File: src/rtl/decode_stage.sv
// decode_stage: registered RV32I decoder feeding a 2-entry skid FIFO
// between fetch and the register-file/execute stage.
module decode_stage #(
    parameter int XLEN      = 32,
    parameter bit EN_SYSTEM = 1'b1
) (
    input  logic            clk,
    input  logic            rst,
    input  logic            flush,
    input  logic            in_valid,
    output logic            in_ready,
    input  logic [31:0]     in_instr,
    input  logic [XLEN-1:0] in_pc,
    output logic            out_valid,
    input  logic            out_ready,
    output logic [XLEN-1:0] out_pc,
    output logic [6:0]      out_opcode,
    output logic [2:0]      out_funct3,
    output logic [6:0]      out_funct7,
    output logic [4:0]      out_rs1,
    output logic [4:0]      out_rs2,
    output logic [4:0]      out_rd,
    output logic            out_rs1_en,
    output logic            out_rs2_en,
    output logic            out_rd_en,
    output logic [XLEN-1:0] out_imm,
    output logic            out_illegal
);
    localparam logic [1:0] S_EMPTY = 2'b00;
    localparam logic [1:0] S_ONE   = 2'b01;
    localparam logic [1:0] S_TWO   = 2'b11;

    localparam logic [6:0] OPC_LUI   = 7'b0110111;
    localparam logic [6:0] OPC_AUIPC = 7'b0010111;
    localparam logic [6:0] OPC_JAL   = 7'b1101111;
    localparam logic [6:0] OPC_JALR  = 7'b1100111;
    localparam logic [6:0] OPC_BR    = 7'b1100011;
    localparam logic [6:0] OPC_LOAD  = 7'b0000011;
    localparam logic [6:0] OPC_STORE = 7'b0100011;
    localparam logic [6:0] OPC_OPI   = 7'b0010011;
    localparam logic [6:0] OPC_OP    = 7'b0110011;
    localparam logic [6:0] OPC_MISC  = 7'b0001111;
    localparam logic [6:0] OPC_SYS   = 7'b1110011;
    localparam logic [6:0] F7_ALT    = 7'b0100000;

    typedef struct packed {
        logic [XLEN-1:0] pc;
        logic [6:0]      opcode;
        logic [2:0]      funct3;
        logic [6:0]      funct7;
        logic [4:0]      rs1;
        logic [4:0]      rs2;
        logic [4:0]      rd;
        logic            rs1_en;
        logic            rs2_en;
        logic            rd_en;
        logic [XLEN-1:0] imm;
        logic            illegal;
    } entry_t;

    logic [1:0] state;
    entry_t     slot0;
    entry_t     slot1;
    entry_t     dec;
    logic       push;
    logic       pop;

    logic [6:0] opc;
    logic [2:0] f3;
    logic [6:0] f7;
    logic       i31;

    assign opc = in_instr[6:0];
    assign f3  = in_instr[14:12];
    assign f7  = in_instr[31:25];
    assign i31 = in_instr[31];

    logic is_op, is_opi, is_load, is_jalr, is_store, is_br;
    logic is_lui, is_auipc, is_jal, is_misc, is_sys;

    assign is_op    = (opc == OPC_OP);
    assign is_opi   = (opc == OPC_OPI);
    assign is_load  = (opc == OPC_LOAD);
    assign is_jalr  = (opc == OPC_JALR);
    assign is_store = (opc == OPC_STORE);
    assign is_br    = (opc == OPC_BR);
    assign is_lui   = (opc == OPC_LUI);
    assign is_auipc = (opc == OPC_AUIPC);
    assign is_jal   = (opc == OPC_JAL);
    assign is_misc  = (opc == OPC_MISC);
    assign is_sys   = (opc == OPC_SYS);

    logic signed [31:0] imm_i, imm_s, imm_b, imm_u, imm_j;

    assign imm_i = {{20{i31}}, in_instr[31:20]};
    assign imm_s = {{20{i31}}, in_instr[31:25], in_instr[11:7]};
    assign imm_b = {{19{i31}}, i31, in_instr[7], in_instr[30:25],
                    in_instr[11:8], 1'b0};
    assign imm_u = {in_instr[31:12], 12'b0};
    assign imm_j = {{11{i31}}, i31, in_instr[19:12], in_instr[20],
                    in_instr[30:21], 1'b0};

    logic signed [31:0] imm32;
    logic               rs1_use;
    logic               rs2_use;
    logic               rd_use;
    logic               bad;

    always_comb begin
        dec        = '0;
        dec.pc     = in_pc;
        dec.opcode = opc;
        imm32      = '0;
        rs1_use    = 1'b0;
        rs2_use    = 1'b0;
        rd_use     = 1'b0;
        bad        = 1'b0;
        unique case (1'b1)
            is_op: begin
                dec.funct3 = f3;
                dec.funct7 = f7;
                dec.rs1    = in_instr[19:15];
                dec.rs2    = in_instr[24:20];
                dec.rd     = in_instr[11:7];
                rs1_use    = 1'b1;
                rs2_use    = 1'b1;
                rd_use     = 1'b1;
                bad = (f7 != 7'd0 && f7 != F7_ALT) ||
                      (f7 == F7_ALT && f3 != 3'b000 && f3 != 3'b101);
            end
            is_opi, is_load, is_jalr: begin
                dec.funct3 = f3;
                dec.rs1    = in_instr[19:15];
                dec.rd     = in_instr[11:7];
                rs1_use    = 1'b1;
                rd_use     = 1'b1;
                imm32      = imm_i;
                bad = (is_opi && f3 == 3'b001 && f7 != 7'd0) ||
                      (is_opi && f3 == 3'b101 &&
                       f7 != 7'd0 && f7 != F7_ALT) ||
                      (is_load && (f3 == 3'b011 || f3[2:1] == 2'b11)) ||
                      (is_jalr && f3 != 3'b000);
            end
            is_store, is_br: begin
                dec.funct3 = f3;
                dec.rs1    = in_instr[19:15];
                dec.rs2    = in_instr[24:20];
                rs1_use    = 1'b1;
                rs2_use    = 1'b1;
                imm32      = is_store ? imm_s : imm_b;
                bad = is_store ? (f3 >= 3'b011) : (f3[2:1] == 2'b01);
            end
            is_lui, is_auipc, is_jal: begin
                dec.rd = in_instr[11:7];
                rd_use = 1'b1;
                imm32  = is_jal ? imm_j : imm_u;
            end
            is_misc, is_sys: begin
                dec.funct3 = f3;
                dec.rs1    = in_instr[19:15];
                dec.rd     = in_instr[11:7];
                imm32      = is_sys ? imm_i : '0;
                bad        = (EN_SYSTEM == 1'b0);
            end
            default: bad = 1'b1;
        endcase
        if (in_instr[1:0] != 2'b11) bad = 1'b1;
        dec.illegal = bad;
        dec.imm     = XLEN'(imm32);
        dec.rs1_en  = rs1_use & ~bad;
        dec.rs2_en  = rs2_use & ~bad;
        dec.rd_en   = rd_use & ~bad & (in_instr[11:7] != 5'd0);
    end

    // Ready/valid come straight from state bits: no out_ready -> in_ready path.
    assign in_ready  = ~state[1];
    assign out_valid = state[0];
    assign push      = in_valid & in_ready;
    assign pop       = out_valid & out_ready;

    always_ff @(posedge clk) begin
        if (rst) begin
            state <= S_EMPTY;
            slot0 <= '0;
            slot1 <= '0;
        end else if (flush) begin
            state <= S_EMPTY;
        end else begin
            unique case (state)
                S_EMPTY: begin
                    if (push) begin
                        slot0 <= dec;
                        state <= S_ONE;
                    end
                end
                S_ONE: begin
                    if (push && pop) begin
                        slot0 <= dec;
                    end else if (push) begin
                        slot1 <= dec;
                        state <= S_TWO;
                    end else if (pop) begin
                        state <= S_EMPTY;
                    end
                end
                S_TWO: begin
                    if (pop) begin
                        slot0 <= slot1;
                        state <= S_ONE;
                    end
                end
                default: state <= S_EMPTY;
            endcase
        end
    end

    assign out_pc      = slot0.pc;
    assign out_opcode  = slot0.opcode;
    assign out_funct3  = slot0.funct3;
    assign out_funct7  = slot0.funct7;
    assign out_rs1     = slot0.rs1;
    assign out_rs2     = slot0.rs2;
    assign out_rd      = slot0.rd;
    assign out_rs1_en  = slot0.rs1_en;
    assign out_rs2_en  = slot0.rs2_en;
    assign out_rd_en   = slot0.rd_en;
    assign out_imm     = slot0.imm;
    assign out_illegal = slot0.illegal;

endmodule

File: config.mk
export PLATFORM = sky130hd
export DESIGN_NAME = decode_stage
export DESIGN_NICKNAME = d
export VERILOG_FILES = /design/src/rtl/decode_stage.sv
export SDC_FILE = /design/constraint.sdc
export NUM_CORES = 1
export LEC_CHECK = 0
export CAP_MARGIN = 20
export CORE_AREA = 2 2 132 199
export CTS_CLUSTER_DIAMETER = 40
export DETAILED_ROUTE_END_ITERATION = 8
export DIE_AREA = 0 0 134 201
export PLACE_DENSITY = 0.63
export SLEW_MARGIN = 25
export SYNTH_ARGS = -nofsm -noshare
export SYNTH_HDL_FRONTEND = slang
export SYNTH_SLANG_ARGS = --single-unit
File: constraint.sdc
create_clock -name clk -period 2.7 [get_ports clk]
set_input_delay 0.54 -clock clk [delete_from_list [all_inputs] [get_ports clk]]
set_output_delay 0.54 -clock clk [all_outputs]
set_load 0.02 [all_outputs]
==> run summary <==
The run finished with clean final reports. The tools report the number of fillers in the final layout as 2424. The maximum level of the CTS H-tree was 1; the post-detailed-placement cell area was 11000 µm².

At the end of the flow the core is filled with cells to 46.9%. STA classifies the critical path endpoint as a register. Sequential cells were found to cover 46.4% of the synthesized design area. Once detail routing completed, the nets flagged for antenna violations numbered 0. In the routed design, unresolved DRC markers number 0. A synthesized cell averages 8.36 µm².

The tree is rooted in a clkbuf_16. Number of buffers inserted by port buffering: 170. Across the run, the number of max-cap violations was 0.

The run gives 1279 as the number of nets in the final layout. Across all setup checks in the final design, the least slack found is 0.328 ns. The initial utilization of the core area, before any placement, comes to 34.4%. In this run the core area contains 72 standard-cell rows. The clock network accounts for 44.4% of the total power. The synthesis-to-layout area growth came out at 36.3%. Worst min-delay path class: reg -> reg. The share of the clock period used by the worst path came out at 87.9%.

The number of antenna violations at the first check in global routing was 0; the largest fanout of any net on the critical path was 19. The static power due to leakage was 4.08 nW; the number of buffers created by CTS was 25. The cell count after synthesis came out at 1043.

Summing every instance area after synthesis gives 8720 µm². The final count of pins violating max slew was 0. For the pin count of the biggest net entering global routing, the log shows 79.

The design draws 7.52 mW. Combinational logic burns 13.6% of the power. Including well taps, the total number of placed cells is 1512. The number of endpoints with negative hold slack in the final report was 0.

The number of enable flip-flop cells after synthesis was 0. Leaving out fill and tap cells, the most frequent cells in the layout are dfxtp_1, clkdlybuf4s50_1, nand2_1. For this block, the initial DRC count from the detailed router was 516.

The synthesized netlist contains 67 unique library cells. The run gives 8319 as the vias after detailed routing. The logs give 0.52 ns for the clock latency reported for the late side of the worst-skew pair and 0 for the remaining global-route overflow. At the pin with the least slew margin, the transition time is 0.623 ns.

Gates resized during post-CTS repair numbered 0. Before CTS, the worst setup slack after placement is -0.124 ns. The synthesized design contains 202 register bits. TritonCTS built the clock tree. Setup repair after global routing left no endpoint under its margin. The most common library cell in the layout ignoring fill and taps was dfxtp_1. The element type at the critical path start is an input pin. Pin placement for this block handled 171 I/O pins. The logs give 1555 for the final cell count without fillers and 0.000511 V for the highest ir drop seen on vdd. The worst path needs 2.37 ns of the cycle, external delays included. Synthesis produced a netlist with a net count of 1116. The run gives 4040 µm² as the total area of sequential cells.

The worst pin sits at a relative slew slack of 58.4%. The net switching power of the design is 1.96 mW. The first detailed-routing pass took 5 iterations.

Net switching is 26.1% of the power. Detailed placement finished with a half-perimeter wire length of 18.9 mm. For this design the ratio of total power to cell area is 634 nW/µm².

The tools report the clock tree skew after final layout as 0.00997 ns. The logs give 27.5 mm for the routed wire length and 3 for the maximum root-to-sink buffer count. Clock-pin slew was measured on the worst setup and hold paths at 0.06 ns.

The beginning of the critical path is in_instr[6]. After clock tree synthesis, the flow added hold-fix buffers numbering 0. Worst reg2reg path startpoint: state[1]. The async set-reset flop share out of synthesis works out to 0%. 0 antenna diodes ended up in the layout. The most used flip-flop cell after synthesis was dfxtp_1. Static timing analysis puts the maximum clock frequency at 0.422 GHz. The routed wirelength normalized by instance count works out to 17.7 µm.

For the worst setup path, the data required time is 3.11 ns. The width of the die was 134 µm; the area of the core region was 25300 µm². In the final layout, the multi-input gates occupy 4210 µm².

Chip height: 201 µm. Setup violations remaining at the end of the flow were counted as 0. The post-CTS setup buffer count was 0. The critical path in this run is classified as in -> reg. The number of global-route vias before repair was 7866; the post-detailed-route via-to-cell ratio was 5.35.

Number of clock sinks: 202. The data arrival time of the worst path was 2.78 ns; the final instance area was 11900 µm². Across every metal layer, demand over resource in global routing totals 19.9%.

The critical hold path startpoint was slot1[34]. In the final layout, the share of cells above drive strength 1 is 10.4%. At the end of routability-driven placement, the weighted congestion stood at 0.893.

Die outline area: 26900 µm². Setup slack on the worst reg-to-reg path comes out at 0.36 ns. Internal power comes to 5.56 mW.

The first global-routing pass estimated 43.2 mm of wire. During synthesis, Yosys emitted a total of 0 warnings. Share of power burned in registers: 42.0%.
-- power groups by stage --
stage                     sequential (mW)  combinational [mW]  clock [mW]
after floorplan                      3.33               0.394           0
after global placement               3.22                1.02           0
after detailed placement             3.23                1.02           0
after CTS                            3.16                1.03        3.41
after global routing                 3.17                1.10        3.53
final                                3.16                1.02        3.34
-- path summary, 6_finish.rpt --
kind | depth (start not counted) | to
worst min register to register | 2 | slot1[34]
worst max register to register | 8 | slot1[3]
worst max-delay path | 9 | slot1[33]
worst min-delay path | 2 | slot1[34]
-- cells in the mapped netlist, types with 4 or more instances --
cell / n / area, µm²
buf_1: 4 / 15.0
a221o_1: 7 / 70.1
nor3_1: 49 / 245
a21oi_1: 109 / 546
a211oi_1: 53 / 398
o211ai_1: 5 / 37.5
nor2_1: 116 / 435
inv_1: 20 / 75.1
nor2b_1: 4 / 25.0
o221ai_1: 5 / 43.8
o21a_1: 5 / 37.5
ha_1: 4 / 50.1
nand4_1: 6 / 37.5
and3_1: 16 / 100
a221oi_1: 44 / 385
clkbuf_1: 73 / 274
nand3_1: 34 / 170
o21ai_0: 13 / 65.1
buf_2: 16 / 80.1
o21bai_1: 6 / 45.0
nand2_1: 150 / 563
dfxtp_1: 202 / 4040
mux2i_1: 40 / 400
-- flip-flops by register name, indices dropped and copies added, names as in the netlist --
signal       flops
out_rd_en        1
slot1          100
out_rs2_en       1
out_funct7       7
out_opcode       7
state            2
out_funct3       3
out_rd           5
out_rs1_en       1
out_rs2          5
out_imm         32
out_rs1          5
out_illegal      1
out_pc          32
-- critical path, cell delays in order --
cell and delay, ns:
clkdlybuf4s50_1 0.56, buf_4 0.26, nor3b_1 0.09, buf_4 0.16, and4_1 0.20, o2111a_1 0.17, nor4_4 0.35, nand2_1 0.16
o41ai_2 0.30
-- cell families after synthesis --
logic type,Yosys count,share of synthesized area (%)
buffers and inverters,118,5.64
adders and majority gates,4,0.574
muxes,41,4.72
and+or+nand+nor,403,20.9
DFF,202,46.4
xor gates and xnor gates,3,0.301
AOI/OAI and AO/OA,272,21.5
-- layer usage --
| metal | part of all wire, % | vias up | track usage (%) | routed length, µm |
|---|---|---|---|---|
| met5 | 0 | - | 0 | 0 |
| met4 | 6.0 | 0 | 11.1 | 1650 |
| met3 | 6.0 | 78 | 2.80 | 1650 |
| met2 | 48 | 324 | 33.2 | 13100 |
| met1 | 40 | 3871 | 24.5 | 11100 |
| li1 | - | 4046 | - | - |
-- layout make-up --
class | instances | share of cell area, %
clock inverter | 8 | 0.832
sequential | 202 | 34.0
inverter | 20 | 0.632
clock buffer | 35 | 6.17
multi-input combinational | 723 | 35.5
timing repair buffer | 234 | 19.3
tap | 333 | 3.51
-- metrics by stage --
stage               hold slack, ns  TNS, ns
floorplan                    0.432        0
global placement             0.438    -1.44
detailed placement           0.444    -1.81
CTS                          0.452        0
global route                 0.466        0
finish                       0.450        0
Power figures use the tool's default switching activity.
